[config.mk]
export PLATFORM = sky130hd
export DESIGN_NAME = video_timing_gen
export DESIGN_NICKNAME = d
export VERILOG_FILES = /design/src/rtl/video_timing_gen.sv
export SDC_FILE = /design/constraint.sdc
export NUM_CORES = 1
export LEC_CHECK = 0
export ABC_CLOCK_PERIOD_IN_PS = 3500
export BUFFER_PORTS_ARGS = -buffer_cell sky130_fd_sc_hd__buf_2
export CORE_UTILIZATION = 57
export DETAILED_ROUTE_END_ITERATION = 8
export GPL_TIMING_DRIVEN = 0
export PLACE_DENSITY = 0.8
export SYNTH_ARGS = -nofsm -noshare
export SYNTH_HDL_FRONTEND = slang
export SYNTH_SLANG_ARGS = --single-unit
[constraint.sdc]
create_clock -name clk_x5 -period 3.5 [get_ports clk_x5]
set_clock_uncertainty 0.05 [all_clocks]
set_input_delay 0.525 -clock clk_x5 [delete_from_list [all_inputs] [get_ports clk_x5]]
set_output_delay 0.525 -clock clk_x5 [all_outputs]
set_load 0.02 [all_outputs]
[src/rtl/video_timing_gen.sv]
// Raster timing generator: pixel strobe divider, h/v counters, syncs, events.
// Optional macro VTG_LOOKAHEAD_EN adds la_hc/la_vc lookahead position ports.
module video_timing_gen #(
   parameter int H_ACTIVE  = 640,
   parameter int H_FP      = 16,
   parameter int H_SYNC    = 96,
   parameter int H_BP      = 48,
   parameter int V_ACTIVE  = 480,
   parameter int V_FP      = 10,
   parameter int V_SYNC    = 2,
   parameter int V_BP      = 33,
   parameter int HS_POL    = 0,
   parameter int VS_POL    = 0,
   parameter int CLK_DIV   = 5,
   parameter int CW        = 10,
   parameter int FCW       = 8,
   parameter int LOOKAHEAD = 2
) (
   input  logic           clk_x5,
   input  logic           reset,
   output logic           pix_stb,
   output logic [CW-1:0]  hc,
   output logic [CW-1:0]  vc,
   output logic           de,
   output logic           hsync,
   output logic           vsync,
   output logic           line_start,
   output logic           frame_start,
   output logic           vblank_start,
   output logic [FCW-1:0] frame_count
`ifdef VTG_LOOKAHEAD_EN
   ,
   output logic [CW-1:0]  la_hc,
   output logic [CW-1:0]  la_vc
`endif
);

   localparam int H_TOTAL = H_ACTIVE + H_FP + H_SYNC + H_BP;
   localparam int V_TOTAL = V_ACTIVE + V_FP + V_SYNC + V_BP;
   localparam int DW = (CLK_DIV > 1) ? $clog2(CLK_DIV) : 1;

   localparam logic [DW-1:0] DIV_LAST = DW'(CLK_DIV - 1);
   localparam logic [CW-1:0] H_LAST = CW'(H_TOTAL - 1);
   localparam logic [CW-1:0] V_LAST = CW'(V_TOTAL - 1);
   localparam logic [CW-1:0] H_ACT = CW'(H_ACTIVE);
   localparam logic [CW-1:0] V_ACT = CW'(V_ACTIVE);
   localparam logic [CW-1:0] HS_BEG = CW'(H_ACTIVE + H_FP);
   localparam logic [CW-1:0] HS_END = CW'(H_ACTIVE + H_FP + H_SYNC);
   localparam logic [CW-1:0] VS_BEG = CW'(V_ACTIVE + V_FP);
   localparam logic [CW-1:0] VS_END = CW'(V_ACTIVE + V_FP + V_SYNC);
   localparam logic HSP = (HS_POL != 0);
   localparam logic VSP = (VS_POL != 0);

   // Position one pixel later, wrapping exactly at the line and frame totals
   function automatic logic [2*CW-1:0] f_adv(
      input logic [CW-1:0] h,
      input logic [CW-1:0] v
   );
      logic [CW-1:0] nh;
      logic [CW-1:0] nv;
      nh = h + CW'(1);
      nv = v;
      if (h == H_LAST) begin
         nh = '0;
         nv = (v == V_LAST) ? '0 : v + CW'(1);
      end
      return {nv, nh};
   endfunction

   logic [DW-1:0]  r_div;
   logic [CW-1:0]  r_hc;
   logic [CW-1:0]  r_vc;
   logic           r_stb;
   logic           r_de;
   logic           r_hs;
   logic           r_vs;
   logic           r_ls;
   logic           r_fs;
   logic           r_vbs;
   logic [FCW-1:0] r_fc;

   logic           w_tick;
   logic [CW-1:0]  w_hc_nx;
   logic [CW-1:0]  w_vc_nx;
   logic           w_hact;
   logic           w_vact;
   logic           w_lnst;

   assign w_tick = (r_div == DIV_LAST);
   assign {w_vc_nx, w_hc_nx} = f_adv(r_hc, r_vc);
   assign w_hact = (w_hc_nx >= HS_BEG) && (w_hc_nx < HS_END);
   assign w_vact = (w_vc_nx >= VS_BEG) && (w_vc_nx < VS_END);
   assign w_lnst = (w_hc_nx == '0);

   always_ff @(posedge clk_x5 or posedge reset) begin
      if (reset) begin
         r_div <= DIV_LAST;
         r_hc  <= H_LAST;
         r_vc  <= V_LAST;
         r_stb <= 1'b0;
         r_de  <= 1'b0;
         r_hs  <= ~HSP;
         r_vs  <= ~VSP;
         r_ls  <= 1'b0;
         r_fs  <= 1'b0;
         r_vbs <= 1'b0;
         r_fc  <= '1;
      end else begin
         r_stb <= w_tick;
         r_ls  <= 1'b0;
         r_fs  <= 1'b0;
         r_vbs <= 1'b0;
         if (w_tick) begin
            r_div <= '0;
            r_hc  <= w_hc_nx;
            r_vc  <= w_vc_nx;
            r_de  <= (w_hc_nx < H_ACT) && (w_vc_nx < V_ACT);
            r_hs  <= w_hact ? HSP : ~HSP;
            r_vs  <= w_vact ? VSP : ~VSP;
            r_ls  <= w_lnst;
            r_fs  <= w_lnst && (w_vc_nx == '0);
            r_vbs <= w_lnst && (w_vc_nx == V_ACT);
            if (w_lnst && (w_vc_nx == '0))
               r_fc <= r_fc + FCW'(1);
         end else begin
            r_div <= r_div + DW'(1);
         end
      end
   end

   assign pix_stb      = r_stb;
   assign hc           = r_hc;
   assign vc           = r_vc;
   assign de           = r_de;
   assign hsync        = r_hs;
   assign vsync        = r_vs;
   assign line_start   = r_ls;
   assign frame_start  = r_fs;
   assign vblank_start = r_vbs;
   assign frame_count  = r_fc;

`ifdef VTG_LOOKAHEAD_EN
   logic [CW-1:0] r_la_hc;
   logic [CW-1:0] r_la_vc;
   logic [CW-1:0] w_la_hc_nx;
   logic [CW-1:0] w_la_vc_nx;

   assign {w_la_vc_nx, w_la_hc_nx} = f_adv(r_la_hc, r_la_vc);

   // Reset sits one pixel short so the first strobe lands LOOKAHEAD ahead
   always_ff @(posedge clk_x5 or posedge reset) begin
      if (reset) begin
         r_la_hc <= CW'(LOOKAHEAD - 1);
         r_la_vc <= '0;
      end else if (w_tick) begin
         r_la_hc <= w_la_hc_nx;
         r_la_vc <= w_la_vc_nx;
      end
   end

   assign la_hc = r_la_hc;
   assign la_vc = r_la_vc;
`endif

endmodule

==> impl_metrics.toml, run 1 <==
[status]
outcome = "finished clean"

[synth]
async_reset_ff_share_pct = 100
synth-xor-area-share_pct = 8.20
yosysTopAreaCell = "dfstp_2"
synth_top_family_by_area = "simple AND/OR/NAND/NOR gates"
synthAdderAreaFrac_pct = 3.59
synthCells = 263
synth_enable_flop_cells = 0
synth_compound_area_share_pct = 13.6
yosysSeqAreaShare_pct = 40.0
synth_most_common_cell = "nand2_1"
synthFlopType = "dfstp_2"
synth.area.top_cells = "dfstp_2, dfrtp_1, xnor2_1"
ys_ff_latch = 38
synth_top_cells_by_count = "nand2_1, dfstp_2, nor2_1, dfrtp_1, xnor2_1"
syn_nets = 272
synth_mux_area_share_pct = 0.923
ys_types = 59
yosysTopAreaCellShare_pct = 22.6
synth_area_um2 = 2440
yosysWarnings = 0
synth_area_per_cell_um2 = 9.28
synth-simple-area-share_pct = 27.6

[die]
coreArea_um2 = 4060
die_y_um = 67.4
die-width_um = 67.4
dieArea_um2 = 4550
start_util_pct = 60.2
row_count = 23
io_pins = 37

[clocking]
cts_resized = 0
tritoncts = "done"
cts_max_path_buffers = 2
htreeDepth = 2
cts_buffers = 5
clk_latency_ps = 290
cts_hold_buf = 0
path_clk_slew_ps = 80
clock-sinks = 38
post_cts_buffers = 0
cts-root-buf = "clkbuf_8"

[cells_and_area]
syn_to_final_growth_pct = 15.6
antenna_cells = 0
final_cells = 357
num-fill-cells = 347
nNetsFinal = 315
drive_above_1_share_pct = 30.6

[timing]
tns_ps = 0
fin_crit_sh_pct = 90.0
finalMaxSlewViolations = 0
worst-slew-pin-transition_ps = 778
timing.fmax_ghz = 0.317
min_period_ps = 3150
hold_viol = 0
rsz0062_at_grt = "false"
relSlewSlack_pct = 48.1
setup_violations = 0

[setup_path]
cp_cell_sequence = "ha_1 > and4_1 > buf_4 > nand3_1 > a21oi_1 > o2111a_1 > nand3b_1 > or4_4 > xnor2_2"
cp_num_buf_inv = 1
slowest_stage = "dfstp_2"
crit_family = "simple AND/OR/NAND/NOR gates"
timing.setup.critical_path_class = "reg -> reg"
startpoint_type = "flip-flop"
required_ps = 3680
cp-end-kind = "flip-flop"
path_max_fanout = 8
cp_slowest_stage_delay_ps = 590
cp.arrival_ps = 3330

[worst_hold_path]
hp-class = "in -> async"

[place]
placed_cells = 349
port_buffers = 36
globalplace.congestion = 0.902
dp_hpwl_um = 3820

[routing]
routed_wl_um = 5530
via_count = 2173
wl_met1_um = 2540
drc = 0
viasPerCell = 6.09
first_pass_iters = 5
top_layer = "met4"
wire_per_inst_um = 15.5
wl_met2_um = 2610
drt_iter0_markers = 153
route.met3.wl_um = 338
ant_nets = 0

[power_and_ir_drop]
leakagePower_nw = 1.26
vdd_drop_max_v = 0.000212
powerDensity_nw_per_um2 = 317

[grt]
grt_usage_pct = 26.1
grt_max_degree = 39
grt_pass1_wl_um = 8830
gr-total-overflow = 0
antenna_found_initial = 0
first_global_vias = 1776

[run]
maxCapViolations = 0
## worst reg2reg max path, cell delays in order (launching register included)
cell and delay [ps]:
dfstp_2 590, ha_1 330, and4_1 230, buf_4 140
nand3_1 290, a21oi_1 340, o2111a_1 250, nand3b_1 140
or4_4 590, xnor2_2 140
## final timing paths
path | startpoint | end | slack, ps | cells past startpoint
setup / recovery | hc[0] | frame_count[6] | 350 | 9
hold / removal | reset | hc[7] | 320 | 2
setup reg to reg | hc[0] | frame_count[6] | 350 | 9
hold reg to reg | r_div[0] | r_div[0] | 420 | 1
max in group asynchronous | reset | hc[6] | 2590 | 2
min in group clk_x5 | r_div[0] | r_div[0] | 420 | 1
## kinds of logic after synthesis
kind of cell	after synthesis
AO/OA/AOI/OAI	50
XOR/XNOR	22
adder cells (fa/ha/maj)	7
buffers and inverters	27
flip-flops	38
multiplexers	2
AND/OR/NAND/NOR	117
## placed cells by master, fill, tap and decap left out, types with 3 or more instances in the layout
master / instances
dfstp_2: 21
xor2_1: 5
nor4_1: 3
clkbuf_8: 5
buf_4: 4
nand3_1: 14
ha_1: 7
a21oi_1: 10
o21ai_0: 13
nor2_1: 20
dfrtp_1: 17
buf_2: 44
nand4_1: 10
nand2_1: 27
clkbuf_1: 3
and4_1: 4
and2_1: 3
a31oi_1: 4
nor2b_1: 3
and3_1: 4
xnor2_1: 16
nand2b_1: 3
buf_6: 3
inv_1: 7
nor3_1: 9
## flip-flops by register name (all words and copies together) (netlist names)
register and cells:
vc 10, line_start 1, vsync 1, r_div 3
hsync 1, de 1, frame_count 8, pix_stb 1
frame_start 1, hc 10, vblank_start 1
## power by group
| group | total (W) | switching [W] | leakage (nW) | internal [W] |
|---|---|---|---|---|
| registers | 0.000440 | 0 | 0.451 | 0.000440 |
| clock network | 0.000445 | 0.000159 | 0.0683 | 0.000285 |
| logic | 0.00000875 | 0.00000825 | 0.739 | 0.000000498 |
## metrics by stage
stage	utilization [%]	power (W)	hold WS, ps	cell area, um2	worst slack [ps]
3_3_place_gp	66.1	0.000457	403	2680	430
5_1_grt	69.5	0.000918	382	2820	206
4_1_cts	69.5	0.000901	352	2820	373
6_report	69.5	0.000894	321	2820	350
3_5_place_dp	66.1	0.000457	408	2680	396
2_1_floorplan	-	0.000454	382	2440	577
## metal layers
layer,global-route usage (%),vias to the layer above
li1,-,1036
met1,37.9,1047
met2,38.9,84
met3,4.73,6
met4,7.98,0
met5,0,-
## cell type report
cell class | instances | area (um2) | area share, %
well taps | 50 | 62.6 | 2.22
clock buffers | 5 | 68.8 | 2.44
inverters | 9 | 33.8 | 1.20
repair buffers | 36 | 180 | 6.39
plain buffers | 18 | 115 | 4.08
clock inverters | 3 | 68.8 | 2.44
flip-flops and latches | 38 | 977 | 34.6
multi-input cells | 198 | 1320 | 46.6
No activity file was read; power rests on OpenSTA's default activity.
==> run 2, diff against run 1 <==
--- a/config.mk
+++ b/config.mk
@@ -6,10 +6,12 @@
 export NUM_CORES = 1
 export LEC_CHECK = 0
 export ABC_CLOCK_PERIOD_IN_PS = 3500
-export BUFFER_PORTS_ARGS = -buffer_cell sky130_fd_sc_hd__buf_2
+export BUFFER_PORTS_ARGS = -buffer_cell sky130_fd_sc_hd__buf_4
+export CORE_MARGIN = 10
 export CORE_UTILIZATION = 57
 export DETAILED_ROUTE_END_ITERATION = 8
 export GPL_TIMING_DRIVEN = 0
+export MAX_ROUTING_LAYER = met4
 export PLACE_DENSITY = 0.8
 export SYNTH_ARGS = -nofsm -noshare
 export SYNTH_HDL_FRONTEND = slang
==> impl_metrics.toml, run 2 (same netlist as run 1, synthesis figures left out) <==
[power_and_ir_drop]
p_int_w = 0.000600
swShare_pct = 21.2
comb_power_share_pct = 1.2
powerDensity_nw_per_um2 = 266
pwr-share-seq_pct = 57.8
vdd_drop_max_v = 0.000168
leakagePower_nw = 1.24
p_sw_w = 0.000161
clkPwrFrac_pct = 41.0

[die]
start_util_pct = 59.7
row_count = 23
dieArea_um2 = 7300
die_y_um = 85.4
coreArea_um2 = 4090
die-width_um = 85.4
io_pins = 37

[routing]
drc = 0
routed_wl_um = 5640
first_pass_iters = 4
drt_iter0_markers = 164
viasPerCell = 5.99
wire_per_inst_um = 15.8
ant_nets = 0
via_count = 2139

[setup_path]
cp_num_buf_inv = 1
timing.setup.critical_path_class = "reg -> reg"
slowest_stage = "dfstp_2"
crit_family = "simple AND/OR/NAND/NOR gates"
cp_slowest_stage_delay_ps = 600
cp-end-kind = "flip-flop"
startpoint_type = "flip-flop"
path_max_fanout = 8
required_ps = 3680
cp.arrival_ps = 3300
reg2reg_slack_ps = 370
cp_cell_sequence = "ha_1 > and4_1 > buf_4 > nand3_1 > a21oi_1 > o2111a_1 > nand3b_1 > or4_4 > xnor2_2"

[clocking]
clock-sinks = 38
path_clk_slew_ps = 70
clk_latency_ps = 300
tritoncts = "done"
cts_max_path_buffers = 2
htreeDepth = 2
cts_buffers = 5
post_cts_buffers = 0
cts_resized = 0
cts-root-buf = "clkbuf_8"
cts_hold_buf = 0

[grt]
grt_usage_pct = 15.7
antenna_found_initial = 0
gr-total-overflow = 0
grt_pass1_wl_um = 9260
grt_max_degree = 39
first_global_vias = 1924

[cells_and_area]
final_cell_mix = "buf_4, nand2_1, dfstp_2"
final_common_cell = "buf_4"
final_area_um2 = 2870
drive_above_1_share_pct = 30.3
antenna_cells = 0
syn_to_final_growth_pct = 17.4
nNetsFinal = 315

[status]
outcome = "finished clean"

[place]
port_buffers = 36
placed_area_um2 = 2770
dp_hpwl_um = 4230
dp_slack_ps = 402
globalplace.congestion = 0.911

[timing]
fin_ws_ps = 371
hold_viol = 0
setup_violations = 0
min_period_ps = 3130
fin_crit_sh_pct = 89.4
worst-slew-pin-transition_ps = 775
timing.fmax_ghz = 0.320
relSlewSlack_pct = 48.3
hold_ws_ps = 329
rsz0062_at_grt = "false"
finalMaxSlewViolations = 0
tns_ps = 0

[run]
maxCapViolations = 0

[worst_hold_path]
hp-class = "in -> async"
run 2: cell count changes in the layout (fill, tap and decap cells not counted):
cell	delta
buf_2	-36
clkbuf_8	+1
clkinv_2	+1
clkinv_4	-1
bufinv_16	-2
clkbuf_1	+1
buf_4	+36
run 2: through the flow:
stage          std cells  util, %  power (W)
2_1_floorplan        263        -   0.000454
3_3_place_gp         349     67.9   0.000457
3_5_place_dp         349     67.9   0.000457
4_1_cts              357     70.1   0.000765
5_1_grt              357     70.1   0.000784
6_report             357     70.1   0.000761
run 2: final timing paths:
check                                 endpoint      startpoint  cells past startpoint
worst min-delay path                     hc[5]           reset                      2
max in group asynchronous          frame_start           reset                      2
worst min register to register  frame_count[7]  frame_count[7]                      1
worst max register to register  frame_count[6]           hc[0]                      9
min in group clk_x5             frame_count[7]  frame_count[7]                      1
worst max-delay path            frame_count[6]           hc[0]                      9
run 2: worst register-to-register path: stages, from the launching register on:
cell and delay [ps]:
dfstp_2 600, ha_1 310, and4_1 220, buf_4 140
nand3_1 290, a21oi_1 330, o2111a_1 250, nand3b_1 140
or4_4 590, xnor2_2 140
run 2: metal layers:
| layer | share of wire (%) | global-route usage (%) | wire length, um |
|---|---|---|---|
| met1 | 45 | 20.1 | 2540 |
| met2 | 47 | 23.4 | 2640 |
| met3 | 6.8 | 3.63 | 384 |
| met4 | 1.5 | 5.84 | 82 |
| met5 | 0 | - | 0 |
run 2: power groups by stage:
stage	Combinational [W]	Sequential, W	Clock (W)
floorplan	0.00000625	0.000448	0
global placement	0.00000946	0.000448	0
detailed placement	0.00000981	0.000448	0
CTS	0.00000974	0.000440	0.000315
global route	0.0000109	0.000440	0.000333
finish	0.00000900	0.000440	0.000312
run 2: layout make-up:
class	instances	area, um2
Sequential cell	38	977
Buffer	18	115
Timing Repair Buffer	36	270
Clock buffer	7	86.3
Tap cell	50	62.6
Fill cell	327	1220
Inverter	9	33.8
Multi-Input combinational cell	198	1320
Clock inverter	1	5.00
==> run 3, diff against run 2 <==
--- a/config.mk
+++ b/config.mk
@@ -8,11 +8,11 @@
 export ABC_CLOCK_PERIOD_IN_PS = 3500
 export BUFFER_PORTS_ARGS = -buffer_cell sky130_fd_sc_hd__buf_4
 export CORE_MARGIN = 10
-export CORE_UTILIZATION = 57
+export CORE_UTILIZATION = 50
 export DETAILED_ROUTE_END_ITERATION = 8
 export GPL_TIMING_DRIVEN = 0
 export MAX_ROUTING_LAYER = met4
-export PLACE_DENSITY = 0.8
+export PLACE_DENSITY = 0.71
 export SYNTH_ARGS = -nofsm -noshare
 export SYNTH_HDL_FRONTEND = slang
 export SYNTH_SLANG_ARGS = --single-unit
==> impl_metrics.toml, run 3 (same netlist as run 1, synthesis figures left out) <==
[power_and_ir_drop]
vdd_drop_max_v = 0.000171
p_int_w = 0.000651
p_sw_w = 0.000164
pwr-share-seq_pct = 54.0
leakagePower_nw = 1.25
clkPwrFrac_pct = 44.9
comb_power_share_pct = 1.1
powerDensity_nw_per_um2 = 281
swShare_pct = 20.2

[timing]
finalMaxSlewViolations = 0
relSlewSlack_pct = 49.2
fin_crit_sh_pct = 89.9
tns_ps = 0
timing.fmax_ghz = 0.318
hold_ws_ps = 326
hold_viol = 0
setup_violations = 0
min_period_ps = 3140
rsz0062_at_grt = "false"
worst-slew-pin-transition_ps = 760

[cells_and_area]
drive_above_1_share_pct = 30.6
nNetsFinal = 315
num-fill-cells = 425
final_area_um2 = 2900
antenna_cells = 0
final_cells = 374
final_common_cell = "buf_4"
final_cell_mix = "buf_4, nand2_1, dfstp_2"
syn_to_final_growth_pct = 19.0

[die]
die-width_um = 89.9
io_pins = 37
start_util_pct = 51.7
dieArea_um2 = 8080
coreArea_um2 = 4720
row_count = 25
die_y_um = 89.9

[setup_path]
slowest_stage = "dfstp_2"
required_ps = 3670
crit_family = "simple AND/OR/NAND/NOR gates"
cp_slowest_stage_delay_ps = 600
cp_cell_sequence = "ha_1 > and4_1 > buf_4 > nand4_1 > o21ai_0 > o2111ai_1 > or2_1 > or4_4 > xnor2_2"
cp.arrival_ps = 3310
timing.setup.critical_path_class = "reg -> reg"
startpoint_type = "flip-flop"
cp_num_buf_inv = 1
cp-end-kind = "flip-flop"
path_max_fanout = 7

[routing]
routed_wl_um = 5630
wire_per_inst_um = 15.0
ant_nets = 0
drt_iter0_markers = 155
via_count = 2047
viasPerCell = 5.47
drc = 0
first_pass_iters = 4

[clocking]
cts_max_path_buffers = 2
cts-root-buf = "clkbuf_8"
post_cts_buffers = 0
path_clk_slew_ps = 80
clock-sinks = 38
htreeDepth = 2
cts_buffers = 5
tritoncts = "done"
cts_hold_buf = 0
cts_resized = 0
clk_latency_ps = 290

[place]
port_buffers = 36
placed_cells = 366
globalplace.congestion = 0.879
dp_hpwl_um = 4230
placed_area_um2 = 2800

[grt]
first_global_vias = 2020
grt_max_degree = 39
gr-total-overflow = 0
grt_usage_pct = 14.5
grt_pass1_wl_um = 9870
antenna_found_initial = 0

[run]
maxCapViolations = 0

[status]
outcome = "finished clean"

[worst_hold_path]
hp-class = "in -> async"
run 3: area by class of cell:
| cell class | count | area [um2] | area share, % |
|---|---|---|---|
| buffer | 18 | 115 | 3.96 |
| tap | 67 | 83.8 | 2.89 |
| clock inverter | 3 | 40.0 | 1.38 |
| multi-input combinational | 198 | 1320 | 45.3 |
| sequential | 38 | 977 | 33.6 |
| clock buffer | 5 | 68.8 | 2.37 |
| inverter | 9 | 33.8 | 1.16 |
| timing repair buffer | 36 | 270 | 9.31 |
run 3: worst paths after layout:
path,from,endpoint,slack [ps],cells past startpoint
setup / recovery,hc[0],frame_count[6],360,9
hold / removal,reset,line_start,330,2
setup reg to reg,hc[0],frame_count[6],360,9
hold reg to reg,r_div[0],r_div[0],410,1
max in group asynchronous,reset,hc[5],2590,2
min in group clk_x5,r_div[0],r_div[0],410,1
run 3: power by group through the flow:
stage | Combinational (W) | Sequential (W) | Clock [W]
2_1_floorplan | 0.00000625 | 0.000448 | 0
3_3_place_gp | 0.00000963 | 0.000448 | 0
6_report | 0.00000887 | 0.000440 | 0.000366
3_5_place_dp | 0.00000993 | 0.000448 | 0
4_1_cts | 0.00000985 | 0.000440 | 0.000377
5_1_grt | 0.0000106 | 0.000440 | 0.000397
run 3: per-stage QoR:
step / total power, W / worst slack [ps] / util, %
after floorplan: 0.000454 / 577 / -
after global placement: 0.000457 / 422 / 59.2
after detailed placement: 0.000458 / 373 / 59.2
after CTS: 0.000827 / 375 / 61.5
after global routing: 0.000848 / 163 / 61.5
final: 0.000815 / 355 / 61.5
run 3: routing by layer:
layer,part of all wire [%],up-vias,track usage [%]
met4,1.4,0,4.11
met1,47,950,18.7
met5,0,-,-
met3,6.3,10,3.33
met2,45,57,22.3
li1,-,1030,-
